==> config.mk <==
export PLATFORM = sky130hd
export DESIGN_NAME = wb_write_port
export DESIGN_NICKNAME = d
export VERILOG_FILES = /design/src/rtl/wb_write_port.sv
export SDC_FILE = /design/constraint.sdc
export NUM_CORES = 1
export LEC_CHECK = 0
export ABC_AREA = 1
export CELL_PAD_IN_SITES_DETAIL_PLACEMENT = 1
export CELL_PAD_IN_SITES_GLOBAL_PLACEMENT = 2
export CORE_UTILIZATION = 43
export DETAILED_ROUTE_END_ITERATION = 12
export DONT_BUFFER_PORTS = 1
export PLACE_DENSITY = 0.83
export SETUP_SLACK_MARGIN = 0.1
export SLEW_MARGIN = 20
export SYNTH_ARGS = -nofsm -noshare
export SYNTH_HDL_FRONTEND = slang
export SYNTH_SLANG_ARGS = --single-unit
==> constraint.sdc <==
create_clock -name clk -period 7.7 [get_ports clk]
set_input_delay 1.54 -clock clk [delete_from_list [all_inputs] [get_ports clk]]
set_output_delay 1.54 -clock clk [all_outputs]
set_load 0.005 [all_outputs]
==> src/rtl/wb_write_port.sv <==
// Writeback arbiter for the register file's single write port.
// It merges one-cycle ALU results with load responses that have been extended and queued.
module wb_write_port #(
  parameter int DEPTH        = 4,
  parameter int STARVE_LIMIT = 3
) (
  input  logic        clk,
  input  logic        rst_n,
  input  logic        alu_valid,
  output logic        alu_ready,
  input  logic [4:0]  alu_rd,
  input  logic [31:0] alu_data,
  input  logic        ld_valid,
  output logic        ld_ready,
  input  logic [4:0]  ld_rd,
  input  logic [31:0] ld_data,
  input  logic [2:0]  ld_funct3,
  input  logic [1:0]  ld_off,
  output logic        reg_write,
  output logic [4:0]  rd_addr,
  output logic [31:0] write_data,
  output logic        busy
);
  localparam int AW = $clog2(DEPTH);
  localparam int CW = AW + 1;

  logic [4:0]    q_rd_q   [DEPTH];
  logic [31:0]   q_data_q [DEPTH];
  logic [AW-1:0] wr_ptr_q, wr_ptr_d, rd_ptr_q, rd_ptr_d;
  logic [CW-1:0] cnt_q, cnt_d;
  logic [3:0]    age_q, age_d;
  logic          reg_write_q, reg_write_d;
  logic [4:0]    rd_addr_q, rd_addr_d;
  logic [31:0]   write_data_q, write_data_d;

  logic          empty, full, force_pop, push, pop, alu_win;
  logic [7:0]    byte_sel;
  logic [15:0]   half_sel;
  logic [31:0]   ld_ext;

  // Loads are extended on the way in, so the queue holds final register values.
  always_comb begin
    byte_sel = ld_data[{ld_off, 3'b000} +: 8];
    half_sel = ld_off[1] ? ld_data[31:16] : ld_data[15:0];
    case (ld_funct3)
      3'b000:  ld_ext = {{24{byte_sel[7]}}, byte_sel};
      3'b001:  ld_ext = {{16{half_sel[15]}}, half_sel};
      3'b100:  ld_ext = {24'b0, byte_sel};
      3'b101:  ld_ext = {16'b0, half_sel};
      default: ld_ext = ld_data;
    endcase
  end

  assign empty     = (cnt_q == '0);
  assign full      = (cnt_q == CW'(DEPTH));
  assign force_pop = !empty && (age_q == 4'(STARVE_LIMIT));
  assign alu_ready = !force_pop;
  assign ld_ready  = !full;
  assign busy      = !empty;
  assign push      = ld_valid && !full && (ld_rd != 5'd0);
  assign alu_win   = alu_valid && !force_pop && (alu_rd != 5'd0);
  // A forced pop always beats the ALU, so force_pop already implies !alu_win.
  assign pop       = !empty && !alu_win;

  always_comb begin
    wr_ptr_d     = wr_ptr_q;
    rd_ptr_d     = rd_ptr_q;
    cnt_d        = cnt_q;
    age_d        = age_q;
    reg_write_d  = 1'b0;
    rd_addr_d    = rd_addr_q;
    write_data_d = write_data_q;
    if (push) wr_ptr_d = wr_ptr_q + AW'(1);
    if (pop)  rd_ptr_d = rd_ptr_q + AW'(1);
    case ({push, pop})
      2'b10:   cnt_d = cnt_q + CW'(1);
      2'b01:   cnt_d = cnt_q - CW'(1);
      default: cnt_d = cnt_q;
    endcase
    if (pop)                   age_d = '0;
    else if (!empty && alu_win) age_d = age_q + 4'd1;
    if (pop) begin
      reg_write_d  = 1'b1;
      rd_addr_d    = q_rd_q[rd_ptr_q];
      write_data_d = q_data_q[rd_ptr_q];
    end else if (alu_win) begin
      reg_write_d  = 1'b1;
      rd_addr_d    = alu_rd;
      write_data_d = alu_data;
    end
  end

  always_ff @(posedge clk) begin
    if (push) begin
      q_rd_q[wr_ptr_q]   <= ld_rd;
      q_data_q[wr_ptr_q] <= ld_ext;
    end
  end

  always_ff @(posedge clk or negedge rst_n) begin
    if (!rst_n) begin
      wr_ptr_q     <= '0;
      rd_ptr_q     <= '0;
      cnt_q        <= '0;
      age_q        <= '0;
      reg_write_q  <= 1'b0;
      rd_addr_q    <= '0;
      write_data_q <= '0;
    end else begin
      wr_ptr_q     <= wr_ptr_d;
      rd_ptr_q     <= rd_ptr_d;
      cnt_q        <= cnt_d;
      age_q        <= age_d;
      reg_write_q  <= reg_write_d;
      rd_addr_q    <= rd_addr_d;
      write_data_q <= write_data_d;
    end
  end

  assign reg_write  = reg_write_q;
  assign rd_addr    = rd_addr_q;
  assign write_data = write_data_q;
endmodule
==> flow_summary_export.csv, run 1 <==
group,metric,value,unit
logic_synthesis,netlist_area,0.009341,mm^2
global_route,overflow,0,
die,coreArea,0.02115,mm^2
min_path,min_path_type,"register to register",
detailed_routing,vias,6398,
die,fp.dieH,149.4,um
worst_setup_path,start_kind,"input pin",
cells_and_area,final_core_util,47.71,%
detailed_routing,first_iter_violations,300,
die,die_w,149.4,um
sta,post-route-period-util,41.47,%
global_route,grt_pass1_wl,36750,um
clocking,ctsResizeCount,0,
clocking,cts_root_buf,"clkbuf_16",
clocking,cts_buffers,17,
run,maxCapViolCount,0,
sta,tightestPinTransition,1.067,ns
cells_and_area,layout.cells.most_common,"nand2_1",
detailed_routing,drc,0,
detailed_routing,wire_per_inst,18.78,um
clocking,cts.path.max_buffers,2,
die,ioPinCount,124,
cells_and_area,regArea,0.005673,mm^2
die,start_util,44.16,%
global_route,grt_antenna_before_repair,0,
worst_setup_path,critPathSlowestCell,"nand2_1",
worst_setup_path,crit_fanout,24,
cells_and_area,n_antenna_cell,0,
worst_setup_path,crit_path_end_kind,"register",
sta,maxSlewViolCount,0,
worst_setup_path,path_common_cell,"nand2_1",
clocking,numClockSinks,197,
logic_synthesis,ys_seq_elements,197,
worst_setup_path,crit_arrival,3.28,ns
detailed_routing,viasPerCell,5.050,
detailed_routing,routed_wl,23800,um
sta,skew,0.02015,ns
detailed_routing,drt-pass1-iter-count,4,
worst_setup_path,crit_chain,"inv_1, nor2_1, o21ai_0, nand2_1, nand2_1, o211ai_1",
sta,finalHoldViolations,0,
clocking,cts_tree,"built",
place,post-dp-hpwl,15200,um
cells_and_area,most-common-layout-cells,"nand2_1 (214), inv_1 (163), edfxtp_1 (148)",
clocking,postCtsHoldBufs,0,
power,leakage,4.425,nW
sta,rsz0062_at_grt,"no",
cells_and_area,multi_input_area,0.002804,mm^2
logic_synthesis,synthCells,1001,
worst_setup_path,critPathKind,"input pin to register",
sta,period_needed,3.193,ns
sta,maxSlewHeadroom,28.70,%
die,rows,53,
place,portBuffers,0,
cells_and_area,drive_above_1_share,9.879,%
power,vdd.ir_drop.worst,0.1697,mV
logic_synthesis,syn-num-nets,1091,
worst_setup_path,worstPathRequired,7.78,ns
global_route,grt.total_usage,22.39,%
global_route,grt_pass1_vias,6522,
die,die_area,0.02232,mm^2
clocking,post_cts_buffers,0,
sta,fin_setup_tns,0,ns
run_status,status,"finished, final reports clean",
logic_synthesis,syn_avg_cell_area,9.332,um^2
sta,setup_violations,0,
detailed_routing,ant_nets,0,
logic_synthesis,yosysSeqAreaShare,60.70,%
cells_and_area,fillers,2430,
power,p_per_area,361.1,mW/mm^2
logic_synthesis,synth_cell_types,29,
sta,fmax,313.2,MHz
clocking,clk_latency,0.45,ns
clocking,h-tree-depth,4,
cells_and_area,nets,1069,
clocking,clk_pin_slew,0.08,ns
power,power.total,0.003644,W
cells_and_area,syn_to_final_growth,8.050,%
logic_synthesis,yosysWarnings,0,
place,globalplace.congestion,0.8085,
worst_setup_path,cp_slowest_stage_delay,0.78,ns
global_route,grt_max_degree,77,
-- Yosys cell counts (all sizes together) --
library cell  instances  area share, %
clkbuf               17           0.68
o21ai                70            3.8
a21oi                50            3.5
xor2                  5           0.47
buf                  32            2.0
dfrtp                49             13
nor2                103            4.1
a22oi                 1          0.080
fa                    1           0.21
edfxtp              148             48
nand3b                1          0.080
ha                    6           0.80
nand2               237             10
inv                 171            6.9
xnor2                 1          0.094
nor3                  3           0.16
o211ai                7           0.56
o22ai                 4           0.27
o311ai                1          0.094
nand3                94            5.3
-- critical path: cells and delay by family --
kind / cells / cell delay, ns
AOI/OAI and AO/OA: 2 / 0.43
and+or+nand+nor: 3 / 0.96
buffers and inverters: 1 / 0.32
-- path summary, 6_finish.rpt --
kind | from | end | slack (ns) | depth (start not counted)
max | ld_off[1] | q_data_q[2][25]$_DFFE_PP_ | 4.51 | 6
min | cnt_q[0]$_DFFE_PN0P_ | cnt_q[0]$_DFFE_PN0P_ | 0.50 | 1
max reg2reg | rd_ptr_q[0]$_DFFE_PN0N_ | write_data[29]$_DFFE_PN0P_ | 5.06 | 8
min reg2reg | cnt_q[0]$_DFFE_PN0P_ | cnt_q[0]$_DFFE_PN0P_ | 0.50 | 1
max in group asynchronous | rst_n | write_data[9]$_DFFE_PN0P_ | 6.80 | 0
min in group asynchronous | rst_n | write_data[28]$_DFFE_PN0P_ | 0.79 | 0
-- where the power goes --
group          internal, W  leakage [nW]  switching [W]  total [W]
Clock             0.000455         0.278       0.000419   0.000874
Sequential         0.00145          1.94       0.000129    0.00158
Combinational     0.000339          2.21       0.000849    0.00119
Total              0.00225          4.43        0.00140    0.00364
-- through the flow --
stage	cell area (um^2)	hold slack (ns)	cells	setup WS (ns)
CTS	10090	0.4970	1267	4.512
global route	10090	0.5430	1267	4.324
detailed placement	9523	0.4843	1235	4.041
floorplan	9341	0.4663	1001	3.831
finish	10090	0.4964	1267	4.507
global placement	9523	0.4827	1235	4.043
-- layout make-up --
cell class	instances	share of cell area, %
Clock buffer	17	4.215
Inverter	171	6.359
Sequential cell	197	56.20
Tap cell	275	3.409
Multi-Input combinational cell	584	27.78
Timing Repair Buffer	8	0.5950
Clock inverter	15	1.438
-- layer usage --
metal  GRT usage, %  share of wire [%]
met5              0                  0
met4          6.531                1.3
met3          6.391                6.6
met2          34.35                 45
met1          30.71                 47
-- sequential cells by signal (all words and copies together) (netlist names) --
| signal | cells |
|---|---|
| q_data_q | 128 |
| write_data | 32 |
| q_rd_q | 20 |
| rd_addr | 5 |
| age_q | 4 |
| cnt_q | 3 |
| rd_ptr_q | 2 |
| wr_ptr_q | 2 |
| reg_write | 1 |
-- cells by family (layout without fill, tap and decap cells) --
logic type	count (synthesis)	count (layout)	share of synthesized area (%)
simple gates	438	438	19.88
flops	197	197	60.70
fa+ha+maj	7	7	1.018
buf+inv	220	211	9.604
xor+xnor	6	6	0.5625
compound gates	133	133	8.237
(Power assumes the default switching activity.)
==> run 2, diff against run 1 <==
Settings changed: CORE_UTILIZATION 43 to 40, PLACE_DENSITY 0.83 to 0.78.
Clock period 7.7 ns to 3.3 ns, I/O delays scaled along.
==> run 2 against run 1 <==
Sequential cell count did not move. Via count up 1.1%. Sequential power is 130% higher. Core utilization is 2.7 points lower. Die area rose by 7.4%. Global-route usage decreased by 0.90 points. Critical path type is now register to register. Critical endpoint is now cnt_q[2]$_DFFE_PN0P_.
==> flow_summary_export.csv, run 2 (same netlist as run 1, synthesis figures left out) <==
group,metric,value,unit
clocking,cts_root_buf,"clkbuf_16",
global_route,grt_pass1_wl,38160,um
global_route,grt_antenna_before_repair,1,
power,power.total,0.008562,W
die,coreArea,0.02278,mm^2
clocking,clk_latency,0.44,ns
global_route,grt_pass1_vias,6589,
place,dp.cells,1280,
cells_and_area,most-common-layout-cells,"nand2_1 (214), inv_1 (164), edfxtp_1 (148)",
clocking,numClockSinks,197,
place,portBuffers,0,
cells_and_area,top_register,"q_data_q",
cells_and_area,drive_above_1_share,10.40,%
worst_setup_path,crit_arrival,2.81,ns
sta,tightestPinTransition,0.8630,ns
clocking,clk_pin_slew,0.07,ns
cells_and_area,n_antenna_cell,0,
place,post-dp-hpwl,16080,um
worst_setup_path,r2r_slack,0.85,ns
worst_setup_path,worstPathRequired,3.66,ns
sta,fmax,408.5,MHz
sta,maxSlewViolCount,0,
detailed_routing,drt-pass1-iter-count,4,
detailed_routing,viasPerCell,4.926,
die,die_w,154.8,um
die,die_area,0.02397,mm^2
clocking,cts.path.max_buffers,2,
die,start_util,41.01,%
run_status,status,"finished, final reports clean",
clocking,h-tree-depth,4,
detailed_routing,ant_nets,0,
worst_setup_path,crit_fanout,34,
sta,rsz0062_at_grt,"no",
cells_and_area,syn_to_final_growth,9.858,%
worst_setup_path,crit_path_end_kind,"register",
detailed_routing,first_iter_violations,341,
sta,post-route-period-util,74.18,%
die,ioPinCount,124,
global_route,overflow,0,
cells_and_area,layout.cells.most_common,"nand2_1",
clocking,cts_tree,"built",
global_route,grt_max_degree,76,
run,maxCapViolCount,0,
sta,period_needed,2.448,ns
detailed_routing,routed_wl,24280,um
cells_and_area,largest_reg_flops,128,
sta,maxSlewHeadroom,42.46,%
power,leakage,4.486,nW
place,globalplace.congestion,0.8136,
sta,skew,0.01141,ns
sta,fin_setup_tns,0,ns
sta,finalHoldViolations,0,
global_route,grt.total_usage,21.49,%
worst_setup_path,rr_startpoint,"age_q[1]$_DFFE_PN0P_",
power,vdd.ir_drop.worst,0.3247,mV
worst_setup_path,critPathKind,"register to register",
worst_setup_path,reg2reg_depth,14,
worst_setup_path,r2r_end,"cnt_q[2]$_DFFE_PN0P_",
cells_and_area,nets,1077,
cells_and_area,fillers,2609,
detailed_routing,vias,6468,
min_path,min_path_type,"input pin to async pin",
die,fp.dieH,154.8,um
clocking,cts_buffers,17,
detailed_routing,drc,0,
detailed_routing,wire_per_inst,18.49,um
clocking,ctsResizeCount,0,
worst_setup_path,start_kind,"register",
cells_and_area,layout.cells.non_filler,1313,
cells_and_area,regArea,0.005672,mm^2
cells_and_area,multi_input_area,0.002804,mm^2
sta,setup_violations,0,
die,rows,55,
power,p_per_area,834.3,mW/mm^2
[run 2: cell types whose count changed in the layout (fill, tap and decap cells not counted), moves of 2 or more]
cell,change
buf_4,+2
inv_4,+2
buf_12,+5
inv_8,-2
[run 2: how the worst max path moves through the flow]
stage	depth (start not counted)	endpoint	startpoint
after floorplan	4	q_data_q[0][0]$_DFFE_PP_	ld_rd[3]
after global placement	12	cnt_q[2]$_DFFE_PN0P_	alu_rd[2]
after detailed placement	12	cnt_q[2]$_DFFE_PN0P_	alu_rd[2]
after CTS	14	cnt_q[2]$_DFFE_PN0P_	age_q[1]$_DFFE_PN0P_
after global routing	14	cnt_q[2]$_DFFE_PN0P_	age_q[1]$_DFFE_PN0P_
final	14	cnt_q[2]$_DFFE_PN0P_	age_q[1]$_DFFE_PN0P_
[run 2: critical path, cell delays in order (launching register included)]
cell and delay, ns:
dfrtp_1 0.36, ha_1 0.16, inv_1 0.04, nor2_1 0.17, nand2_4 0.11, nand3_4 0.28
nand2_2 0.11, inv_2 0.15, ha_1 0.16, inv_1 0.07, fa_1 0.38, nor2_1 0.12
nor2_1 0.05, nand2_1 0.07, xor2_1 0.15
[run 2: layer usage]
layer | wire length (um) | global-route usage [%] | share of wire [%] | vias to the layer above
li1 | - | - | - | 3183
met1 | 11260 | 29.29 | 46 | 3114
met2 | 11230 | 33.81 | 46 | 153
met3 | 1553 | 6.080 | 6.4 | 18
met4 | 238 | 5.233 | 0.98 | 0
met5 | 0 | 0 | 0 | -
[run 2: what timing repair did]
| action | 4_1_cts | 5_1_grt |
|---|---|---|
| hold buffers | 1 | 0 |
| endpoints found under the hold margin | 49 | 0 |
| buffers inserted | 0 | 0 |
[run 2: stage by stage]
step	setup slack (ns)	area [um^2]	utilization [%]	hold slack [ns]
detailed placement	0.7459	9684	42.52	0.3654
global placement	0.7799	9684	42.52	0.3654
global route	0.6009	10260	45.05	0.04751
floorplan	0.3109	9341	-	0.3644
finish	0.8521	10260	45.05	0.06110
CTS	0.8298	10260	45.05	0.05419
[run 2: area by class of cell]
type | count | share of cell area [%]
sequential | 197 | 55.27
clock buffer | 19 | 4.426
clock inverter | 13 | 0.9388
multi-input combinational | 584 | 27.32
tap | 313 | 3.816
inverter | 171 | 6.255
timing repair buffer | 16 | 1.975
[run 2: power breakdown]
part / switching (W) / internal (W) / total (W)
clock: 0.000938 / 0.00102 / 0.00196
combinational: 0.00205 / 0.000867 / 0.00292
sequential: 0.000300 / 0.00339 / 0.00369
